$ cat src/rtl/cache_pkg.sv
// Types and helpers shared by the cache array and its miss handler.
package cache_pkg;

    typedef enum logic [2:0] {
        StIdle   = 3'd0,
        StWbReq  = 3'd1,
        StRdReq  = 3'd2,
        StRdWait = 3'd3,
        StFill   = 3'd4
    } miss_state_e;

    function automatic int unsigned offset_w(input int unsigned line_bytes);
        return $clog2(line_bytes);
    endfunction

    // Clears the byte-offset bits; callers narrow the 64-bit result to their address width.
    function automatic logic [63:0] line_align(input logic [63:0] addr,
                                               input int unsigned line_bytes);
        logic [63:0] mask;
        mask = ~((64'd1 << offset_w(line_bytes)) - 64'd1);
        return addr & mask;
    endfunction

endpackage

$ cat src/rtl/cache_perf_counter.sv
// Saturating 32-bit event counter; only built when CACHE_MISS_HANDLER_PERF_EN is defined.
`ifdef CACHE_MISS_HANDLER_PERF_EN
module cache_perf_counter (
    input  logic        clk,
    input  logic        rst,
    input  logic        inc_i,
    output logic [31:0] count_o
);

    logic [31:0] count_q;

    always_ff @(posedge clk or negedge rst) begin
        if (!rst) begin
            count_q <= '0;
        end else if (inc_i && (count_q != '1)) begin
            count_q <= count_q + 32'd1;
        end
    end

    assign count_o = count_q;

endmodule
`endif

$ cat src/rtl/cache_miss_handler.sv
// Blocking miss handler: optional victim write-back, line read, then a one-cycle fill pulse.
// Define CACHE_MISS_HANDLER_PERF_EN to add saturating miss/write-back/stall counters.
module cache_miss_handler
    import cache_pkg::*;
#(
    parameter int unsigned WIDTH = 32,
    parameter int unsigned B     = 4
) (
    input  logic             clk,
    input  logic             rst,
    input  logic             miss_valid_i,
    output logic             miss_ready_o,
    input  logic [WIDTH-1:0] miss_addr_i,
    input  logic             victim_dirty_i,
    input  logic [WIDTH-1:0] victim_addr_i,
    input  logic [B*8-1:0]   victim_data_i,
    output logic             mem_req_valid_o,
    input  logic             mem_req_ready_i,
    output logic             mem_req_we_o,
    output logic [WIDTH-1:0] mem_req_addr_o,
    output logic [B*8-1:0]   mem_req_data_o,
    input  logic             mem_resp_valid_i,
    input  logic [B*8-1:0]   mem_resp_data_i,
    output logic             fill_valid_o,
    output logic [WIDTH-1:0] fill_addr_o,
    output logic [B*8-1:0]   fill_data_o,
    output logic             busy_o
`ifdef CACHE_MISS_HANDLER_PERF_EN
    ,
    output logic [31:0]      miss_count_o,
    output logic [31:0]      wb_count_o,
    output logic [31:0]      stall_cycles_o
`endif
);

    miss_state_e      state_q, state_d;
    logic [WIDTH-1:0] miss_addr_q, victim_addr_q;
    logic [B*8-1:0]   victim_data_q, fill_data_q;
    logic             victim_dirty_q;
    logic             accept, resp_take;
    logic [WIDTH-1:0] miss_aligned, victim_aligned;

    assign miss_aligned   = WIDTH'(line_align(64'(miss_addr_i), B));
    assign victim_aligned = WIDTH'(line_align(64'(victim_addr_i), B));
    assign accept         = (state_q == StIdle) && miss_valid_i;
    assign resp_take      = (state_q == StRdWait) && mem_resp_valid_i;

    always_comb begin
        state_d = state_q;
        unique case (state_q)
            StIdle:   if (miss_valid_i) state_d = victim_dirty_i ? StWbReq : StRdReq;
            StWbReq:  if (mem_req_ready_i) state_d = StRdReq;
            StRdReq:  if (mem_req_ready_i) state_d = StRdWait;
            StRdWait: if (mem_resp_valid_i) state_d = StFill;
            StFill:   state_d = StIdle;
            default:  state_d = StIdle;
        endcase
    end

    always_ff @(posedge clk or negedge rst) begin
        if (!rst) begin
            state_q        <= StIdle;
            miss_addr_q    <= '0;
            victim_addr_q  <= '0;
            victim_data_q  <= '0;
            victim_dirty_q <= 1'b0;
            fill_data_q    <= '0;
        end else begin
            state_q <= state_d;
            if (accept) begin
                miss_addr_q    <= miss_aligned;
                victim_addr_q  <= victim_aligned;
                victim_data_q  <= victim_data_i;
                victim_dirty_q <= victim_dirty_i;
            end
            if (resp_take) begin
                fill_data_q <= mem_resp_data_i;
            end
        end
    end

    // Outputs come only from registered state, so they stay stable under backpressure.
    always_comb begin
        miss_ready_o    = 1'b0;
        mem_req_valid_o = 1'b0;
        mem_req_we_o    = 1'b0;
        mem_req_addr_o  = '0;
        mem_req_data_o  = '0;
        fill_valid_o    = 1'b0;
        fill_addr_o     = '0;
        fill_data_o     = '0;
        unique case (state_q)
            StIdle: miss_ready_o = 1'b1;
            StWbReq: begin
                mem_req_valid_o = 1'b1;
                mem_req_we_o    = victim_dirty_q;
                mem_req_addr_o  = victim_addr_q;
                mem_req_data_o  = victim_data_q;
            end
            StRdReq: begin
                mem_req_valid_o = 1'b1;
                mem_req_addr_o  = miss_addr_q;
            end
            StFill: begin
                fill_valid_o = 1'b1;
                fill_addr_o  = miss_addr_q;
                fill_data_o  = fill_data_q;
            end
            default: ;
        endcase
    end

    assign busy_o = (state_q != StIdle);

`ifdef CACHE_MISS_HANDLER_PERF_EN
    logic wb_hs, stall_cyc;

    assign wb_hs     = (state_q == StWbReq) && mem_req_ready_i;
    assign stall_cyc = (((state_q == StWbReq) || (state_q == StRdReq)) && !mem_req_ready_i)
                       || (state_q == StRdWait);

    cache_perf_counter u_miss_cnt (
        .clk     (clk),
        .rst     (rst),
        .inc_i   (accept),
        .count_o (miss_count_o)
    );

    cache_perf_counter u_wb_cnt (
        .clk     (clk),
        .rst     (rst),
        .inc_i   (wb_hs),
        .count_o (wb_count_o)
    );

    cache_perf_counter u_stall_cnt (
        .clk     (clk),
        .rst     (rst),
        .inc_i   (stall_cyc),
        .count_o (stall_cycles_o)
    );
`endif

endmodule

$ cat config.mk
export PLATFORM = sky130hd
export DESIGN_NAME = cache_miss_handler
export DESIGN_NICKNAME = d
export VERILOG_FILES = /design/src/rtl/cache_pkg.sv /design/src/rtl/cache_perf_counter.sv /design/src/rtl/cache_miss_handler.sv
export SDC_FILE = /design/constraint.sdc
export NUM_CORES = 1
export LEC_CHECK = 0
export ABC_AREA = 1
export CAP_MARGIN = 20
export CORE_AREA = 3 3 103 105
export CTS_BUF_LIST = sky130_fd_sc_hd__clkbuf_16
export DETAILED_ROUTE_END_ITERATION = 10
export DIE_AREA = 0 0 106 108
export DONT_BUFFER_PORTS = 1
export GPL_ROUTABILITY_DRIVEN = 0
export PLACE_DENSITY = 0.8
export SLEW_MARGIN = 30
export SYNTH_ARGS = -nofsm -noshare
export SYNTH_HDL_FRONTEND = slang
export SYNTH_SLANG_ARGS = --single-unit
$ cat constraint.sdc
create_clock -name clk -period 2.7 [get_ports clk]
set_input_delay 0.27 -clock clk [delete_from_list [all_inputs] [get_ports clk]]
set_output_delay 0.27 -clock clk [all_outputs]
set_load 0.02 [all_outputs]
==> run_results.csv, run 1 <==
group,metric,value,unit
clock_tree,tritoncts,"yes",
cells_and_area,areaGrowthSynthToFinish,22.6,%
yosys,synth_common_cells,"154 x nor2_1, 133 x nand2_1, 128 x dfrtp_1",
place,dpl.cell_count,931,
cells_and_area,num_antenna_cells,0,
yosys,synthFlopType,"dfrtp_1",
yosys,yosys.area_share.simple,0.214,
power_and_ir_drop,p_seq_frac,0.333,
sta,fin_crit,2250,ps
routing,drc,0,
floorplan,die_area,11400,µm²
worst_setup_path,setup.worst_path.start,"state_q[2]",
floorplan,coreArea,9730,µm²
worst_setup_path,worstPathArrival,1980,ps
status,status,"finished, violations left",
power_and_ir_drop,switchingPower,4080,µW
yosys,synth_cells,744,
sta,hold_viol_final,129,
worst_setup_path,worstSetupPathType,"flop to output port",
sta,setup_viol,0,
worst_setup_path,critPathMaxFanout,62,
place,placed_area,6760,µm²
yosys,synth-edff-count,0,
global_route,grt_pass1_vias,5289,
clock_tree,post_cts_buffers,0,
clock_tree,root_buffer,"clkbuf_16",
worst_hold_path,hold_class,"primary input to asynchronous set/reset pin",
cells_and_area,design_area,7570,µm²
sta,slew_viol_final,0,
clock_tree,insertion_delay,410,ps
floorplan,dieHeight,108,µm
yosys,synth_top_cell_area_share,0.519,
worst_setup_path,critPathCaptureType,"output port",
sta,skew,5.99,ps
clock_tree,cts.path.max_buffers,2,
yosys,ys_seq_area_frac,0.519,
routing,routed_wl,17.0,mm
worst_setup_path,r2r_start,"state_q[2]",
cells_and_area,layout-drive-gt1-share,0.232,
floorplan,initial_core_util,0.635,
routing,viasPerCell,5.44,
yosys,synth_compound_area_frac,0.142,
power_and_ir_drop,ir_drop,0.000801,V
yosys,yosys.area.top_type,"dfrtp_1",
power_and_ir_drop,sw_frac_of_total,0.427,
power_and_ir_drop,power.internal,5470,µW
status,violations,"negative hold slack",
clock_tree,htreeDepth,4,
sta,finalCritPeriodShare,0.832,
job,drv_cap,0,
clock_tree,path_clk_slew,50,ps
cells_and_area,post-route-util,0.778,
sta,fin_hold_ws,-441,ps
worst_setup_path,critPathRequiredTime,2430,ps
floorplan,die_w,106,µm
yosys,syn-mean-instance-area,8.30,µm²
routing,vias,5381,
routing,final_antenna_net_count,0,
yosys,synthAdderAreaFrac,0,
yosys,yosysUniqueCellTypes,19,
floorplan,ioPinCount,267,
clock_tree,cts_made_buffers,17,
yosys,synthMuxAreaShare,0,
yosys,synthTopCellsByArea,"dfrtp_1 52%, nor2_1 9.4%, a21oi_2 8.8%, nand2_1 8.1%, inv_1 6.2%",
place,dp_hpwl,10.6,mm
place,port_buffers,0,
floorplan,std_cell_rows,36,
yosys,async_reset_ff_frac,1.00,
yosys,synth_xor_xnor_area_share,0,
yosys,ys_ff_latch,128,
global_route,grt_pass1_wl,25.8,mm
sta,grt_setup_unrepaired,"false",
routing,wl_per_cell,17.2,µm
global_route,grt_overflow,0,
yosys,synth_top_family_by_area,"simple AND/OR/NAND/NOR gates",
sta,finalSetupTns,0,ps
routing,first_iter_violations,378,
cells_and_area,nets,979,
worst_setup_path,cp-start-kind,"flop",
global_route,grt_max_degree,129,
routing,drt_first_pass_iters,5,
sta,slew_headroom,0.410,
global_route,grt_use_total,0.292,
power_and_ir_drop,power_frac_comb,0.449,
sta,worst_pin_slew,884,ps
yosys,synth_area,6170,µm²
power_and_ir_drop,power_per_cell_area,1260,nW/µm²
power_and_ir_drop,power.leakage,0.00401,µW
clock_tree,clock_sinks,128,
sta,fmax,0.445,GHz
yosys,yosysMostFrequentCell,"nor2_1",
yosys,yosys_warnings,0,
power_and_ir_drop,p_clk_frac,0.218,
cells_and_area,final_cells,989,
global_route,antenna_found_initial,0,
==> metrics by stage <==
stage	setup slack, ps	total power [µW]
2_1_floorplan	715	6270
3_3_place_gp	610	7140
3_5_place_dp	915	7340
4_1_cts	480	9470
5_1_grt	302	10100
6_report	454	9550
==> sequential cells by signal, summed over array words and instances (netlist names) <==
signal          count
miss_addr_q        30
victim_dirty_q      1
victim_data_q      32
state_q             3
fill_data_q        32
victim_addr_q      30
==> worst max-delay path: stages (launching register included) <==
cell and delay [ps]:
dfrtp_1 430, inv_1 70, nor3_1 40, buf_4 170, inv_4 480, nor2_1 130
buf_4 200
==> worst paths after layout <==
check | to | slack (ps) | depth (start not counted)
max in group asynchronous | fill_data_q[30] | 3000 | 0
min in group clk | fill_data_q[17] | -10 | 2
worst max register to register | victim_addr_q[12] | 600 | 7
worst min-delay path | victim_addr_q[27] | -440 | 0
worst max-delay path | fill_addr_o[27] | 450 | 6
worst min register to register | victim_addr_q[23] | 470 | 2
==> kinds of logic after synthesis <==
logic type,Yosys count
AND/OR/NAND/NOR,332
buffers and inverters,155
AO/OA/AOI/OAI,128
flip-flops,128
other,1
==> area by class of cell <==
type                       count  area, µm²
inverter                     106        400
sequential                   128       3200
multi-input combinational    464       2220
clock buffer                  17        425
tap                          133        166
fill                         613       2160
clock inverter                13        108
timing repair buffer         128       1040
==> power groups by stage <==
stage / registers (µW) / clock network, µW / logic, µW
global placement: 3130 / 0 / 4010
CTS: 3160 / 2100 / 4210
floorplan: 3080 / 0 / 3200
global route: 3260 / 2200 / 4670
finish: 3180 / 2080 / 4280
detailed placement: 3170 / 0 / 4170
==> layout by cell type (no fill, tap or decap) <==
master         instances
nor2_1               154
nor2_4                 1
clkinv_2               5
bufinv_16              2
buf_12                 1
inv_1                105
buf_4                 99
o21bai_1               1
inv_2                  3
a21oi_2               62
o21ai_0               64
o21ai_1                1
nand2_8                1
dfrtp_1              128
clkinv_1               3
inv_4                  1
nor3_1                 1
nor2_2                 6
dlygate4sd3_1         28
conb_1                 4
nand2_2                1
nand3_1               35
nand2_1              133
clkbuf_16             17
==> what timing repair did <==
| item | 4_1_cts | 5_1_grt |
|---|---|---|
| hold buffers | 25 | 3 |
| endpoints found under the hold margin | 153 | 130 |
| resized for setup | 0 | 0 |
| setup endpoints to repair | 0 | 0 |
==> per-layer routing <==
metal / share of wire / wire length [µm] / GRT usage / up-vias
li1: - / - / - / 2462
met1: 0.36 / 6090 / 0.326 / 2565
met2: 0.51 / 8650 / 0.497 / 295
met3: 0.093 / 1590 / 0.106 / 59
met4: 0.040 / 689 / 0.144 / 0
met5: 0 / 0 / 0 / -
No activity file was read; power rests on OpenSTA's default activity.
==> inputs of run 2 (changes only) <==
--- a/config.mk
+++ b/config.mk
@@ -7,13 +7,13 @@
 export LEC_CHECK = 0
 export ABC_AREA = 1
 export CAP_MARGIN = 20
-export CORE_AREA = 3 3 103 105
+export CORE_MARGIN = 3
+export CORE_UTILIZATION = 63
 export CTS_BUF_LIST = sky130_fd_sc_hd__clkbuf_16
 export DETAILED_ROUTE_END_ITERATION = 10
-export DIE_AREA = 0 0 106 108
 export DONT_BUFFER_PORTS = 1
 export GPL_ROUTABILITY_DRIVEN = 0
-export PLACE_DENSITY = 0.8
+export PLACE_DENSITY = 0.81
 export SLEW_MARGIN = 30
 export SYNTH_ARGS = -nofsm -noshare
 export SYNTH_HDL_FRONTEND = slang
==> constraint.sdc (replaced) <==
create_clock -name clk -period 2.2 [get_ports clk]
set_input_delay 0.22 -clock clk [delete_from_list [all_inputs] [get_ports clk]]
set_output_delay 0.22 -clock clk [all_outputs]
set_load 0.02 [all_outputs]
==> run 2 against run 1 <==
The flow now stops in global routing (5_1_grt). Synthesized cell count unchanged. Area after synthesis unchanged.
==> run_results.csv, run 2 <==
group,metric,value,unit
yosys,synth_common_cells,"154 x nor2_1, 133 x nand2_1, 128 x dfrtp_1",
floorplan,std_cell_rows,35,
clock_tree,clock_sinks,128,
floorplan,ioPinCount,267,
clock_tree,cts.path.max_buffers,2,
yosys,async_reset_ff_frac,1.00,
yosys,synthTopCellsByArea,"dfrtp_1 52%, nor2_1 9.4%, a21oi_2 8.8%, nand2_1 8.1%, inv_1 6.2%",
yosys,ys_ff_latch,128,
clock_tree,cts_made_buffers,17,
yosys,yosysUniqueCellTypes,19,
global_route,antenna_found_initial,2,
clock_tree,root_buffer,"clkbuf_16",
clock_tree,htreeDepth,4,
clock_tree,post_cts_buffers,0,
yosys,yosysMostFrequentCell,"nor2_1",
place,port_buffers,0,
floorplan,die_w,105,µm
floorplan,initial_core_util,0.659,
yosys,synth_top_cell_area_share,0.519,
status,status,"stopped before the end",
status,error,"[ERROR DPL-0033] detailed placement checks failed during check placement.",
yosys,yosys.area.top_type,"dfrtp_1",
place,dp_slack,398,ps
place,dpl.cell_count,965,
yosys,synth-edff-count,0,
yosys,synth_cells,744,
floorplan,dieHeight,105,µm
sta,grt_worst_setup_endpoint,"fill_data_o[4]",
yosys,syn-mean-instance-area,8.30,µm²
yosys,synthFlopType,"dfrtp_1",
yosys,yosys_warnings,0,
place,dp_hpwl,10.8,mm
global_route,grt_max_degree,129,
sta,timing.worst_endpoint.kind,"top-level output",
status,failing_step,"global routing (5_1_grt)",
yosys,synth_area,6170,µm²
place,placed_area,7060,µm²
yosys,ys_seq_area_frac,0.519,
[run 2: metrics by stage]
| step | utilization | hold WS (ps) |
|---|---|---|
| floorplan | - | -75.6 |
| global placement | 0.753 | -72.5 |
| detailed placement | 0.753 | -72.0 |
| CTS | 0.971 | -496 |
[run 2: what timing repair did]
action                                  4_1_cts
endpoints found under the setup margin       22
endpoints found under the hold margin       244
hold buffers                                146
resized for setup                             2
[run 2: kinds of logic after synthesis]
family,after synthesis,synth area share
AOI/OAI and AO/OA,128,0.142
DFF,128,0.519
and+or+nand+nor,332,0.214
other,1,0.000607
buffers and inverters,155,0.125
==> inputs of run 3 (changes only) <==
--- a/config.mk
+++ b/config.mk
@@ -8,12 +8,11 @@
 export ABC_AREA = 1
 export CAP_MARGIN = 20
 export CORE_MARGIN = 3
-export CORE_UTILIZATION = 63
-export CTS_BUF_LIST = sky130_fd_sc_hd__clkbuf_16
+export CORE_UTILIZATION = 40
 export DETAILED_ROUTE_END_ITERATION = 10
 export DONT_BUFFER_PORTS = 1
 export GPL_ROUTABILITY_DRIVEN = 0
-export PLACE_DENSITY = 0.81
+export PLACE_DENSITY_LB_ADDON = 0.15
 export SLEW_MARGIN = 30
 export SYNTH_ARGS = -nofsm -noshare
 export SYNTH_HDL_FRONTEND = slang
==> run 3 against run 2 <==
The flow now finishes, with violations (negative hold slack).
==> run_results.csv, run 3 (synthesis results as in run 1) <==
group,metric,value,unit
cells_and_area,regArea,3200,µm²
routing,final_antenna_net_count,0,
status,status,"finished, violations left",
floorplan,coreArea,14800,µm²
clock_tree,htreeDepth,4,
clock_tree,root_buffer,"clkbuf_16",
global_route,grt_use_total,0.212,
place,dp_hpwl,11.1,mm
sta,grt_setup_unrepaired,"false",
clock_tree,insertion_delay,420,ps
worst_setup_path,critPathMaxFanout,31,
floorplan,initial_core_util,0.417,
cells_and_area,nets,1148,
sta,finalSetupTns,0,ps
clock_tree,cts.path.max_buffers,2,
worst_setup_path,worstPathArrival,2390,ps
status,violations,"negative hold slack",
sta,skew,10.3,ps
job,drv_cap,0,
floorplan,std_cell_rows,44,
power_and_ir_drop,power_per_cell_area,1370,nW/µm²
floorplan,dieHeight,130,µm
sta,fin_crit,2050,ps
floorplan,die_w,130,µm
place,port_buffers,0,
global_route,grt_pass1_wl,28.3,mm
routing,wl_per_cell,15.1,µm
sta,hold_viol_final,128,
sta,fmax,0.488,GHz
worst_setup_path,cp_slowest_cell,"dlygate4sd3_1",
sta,finalWorstSetupSlack,152,ps
clock_tree,clock_sinks,128,
worst_hold_path,hold_class,"primary input to asynchronous set/reset pin",
power_and_ir_drop,ir_drop,0.000670,V
clock_tree,postCtsHoldBufs,155,
sta,slew_headroom,0.637,
worst_setup_path,critPathRequiredTime,2550,ps
global_route,grt_overflow,0,
cells_and_area,largestRegisters,"fill_data_q (32), victim_data_q (32)",
global_route,grt_pass1_vias,5978,
clock_tree,tritoncts,"yes",
worst_setup_path,worstSetupPathType,"flop to flop",
cells_and_area,layout-drive-gt1-share,0.242,
global_route,grt_max_degree,129,
power_and_ir_drop,power.leakage,0.00471,µW
worst_setup_path,slowest_delay,590,ps
sta,slew_viol_final,0,
cells_and_area,multi_input_area,2230,µm²
worst_setup_path,cp_cell_sequence,"nor2_4 > nand2_2 > inv_2 > buf_6 > nand3_1 > dlygate4sd3_1 > nand2_1",
global_route,antenna_found_initial,1,
cells_and_area,layout_common_cells,"155 x dlygate4sd3_1, 154 x nor2_1, 138 x buf_4",
clock_tree,path_clk_slew,50,ps
cells_and_area,areaGrowthSynthToFinish,51.0,%
clock_tree,post_cts_buffers,0,
routing,viasPerCell,4.82,
sta,setup_viol,0,
sta,fin_hold_ws,-496,ps
cells_and_area,final_common_cell,"dlygate4sd3_1",
worst_setup_path,cp-start-kind,"flop",
worst_setup_path,critPathCaptureType,"flop",
floorplan,die_area,17000,µm²
routing,drt_first_pass_iters,5,
place,dp_slack,380,ps
cells_and_area,n_fill_cell,1222,
floorplan,ioPinCount,267,
clock_tree,cts_made_buffers,17,
routing,drc,0,
routing,first_iter_violations,290,
sta,worst_pin_slew,544,ps
sta,finalCritPeriodShare,0.931,
routing,routed_wl,18.3,mm
routing,vias,5838,
==> run 3: final timing paths <==
path / end / startpoint / slack, ps / cells past startpoint
max: victim_addr_q[30] / state_q[2] / 150 / 7
min reg2reg: victim_addr_q[26] / victim_addr_q[26] / 470 / 2
min in group clk: state_q[0] / victim_dirty_i / 50 / 2
max in group asynchronous: miss_addr_q[3] / rst / 2480 / 0
min: victim_data_q[8] / rst / -500 / 0
max reg2reg: victim_addr_q[30] / state_q[2] / 150 / 7
==> run 3: cell type report <==
cell class | count | area share
flip-flops and latches | 128 | 0.344
repair buffers | 297 | 0.283
clock buffers | 22 | 0.0509
multi-input cells | 464 | 0.240
diodes | 1 | 0.000269
inverters | 106 | 0.0427
clock inverters | 10 | 0.0144
well taps | 184 | 0.0247
==> run 3: repair_timing <==
item,in CTS,in global routing
endpoints found under the hold margin,253,128
setup endpoints to repair,41,87
resized for setup,1,5
==> run 3: stage by stage <==
step | power [µW] | utilization | instance area [µm²] | instances | hold WS, ps
6_report | 12700 | 0.629 | 9320 | 1212 | -496
5_1_grt | 13600 | 0.629 | 9320 | 1212 | -522
4_1_cts | 12700 | 0.628 | 9300 | 1211 | -520
3_5_place_dp | 9490 | 0.482 | 7130 | 1024 | -72.0
3_3_place_gp | 9340 | 0.482 | 7130 | 1024 | -71.4
2_1_floorplan | 7700 | - | 6180 | 747 | -75.6
==> run 3: critical path: cells and delay by family (launching register included) <==
family / cells / cell delay, ps
and+or+nand+nor: 4 / 520
DFF: 1 / 420
buffers and inverters: 3 / 1030
==> run 3: per-layer routing <==
layer,share of wire,global-route usage,routed length [µm],vias up
met4,0.029,0.0984,529,0
li1,-,-,-,2804
met1,0.40,0.241,7330,2762
met3,0.070,0.0618,1270,44
met2,0.50,0.365,9130,228
met5,0,0,0,-
==> run 3: where the power goes <==
group	total, µW	switching (µW)	internal [µW]	leakage, µW
Combinational	5990	3730	2270	0.00293
Clock	2880	1020	1870	0.000296
Sequential	3860	399	3460	0.00148
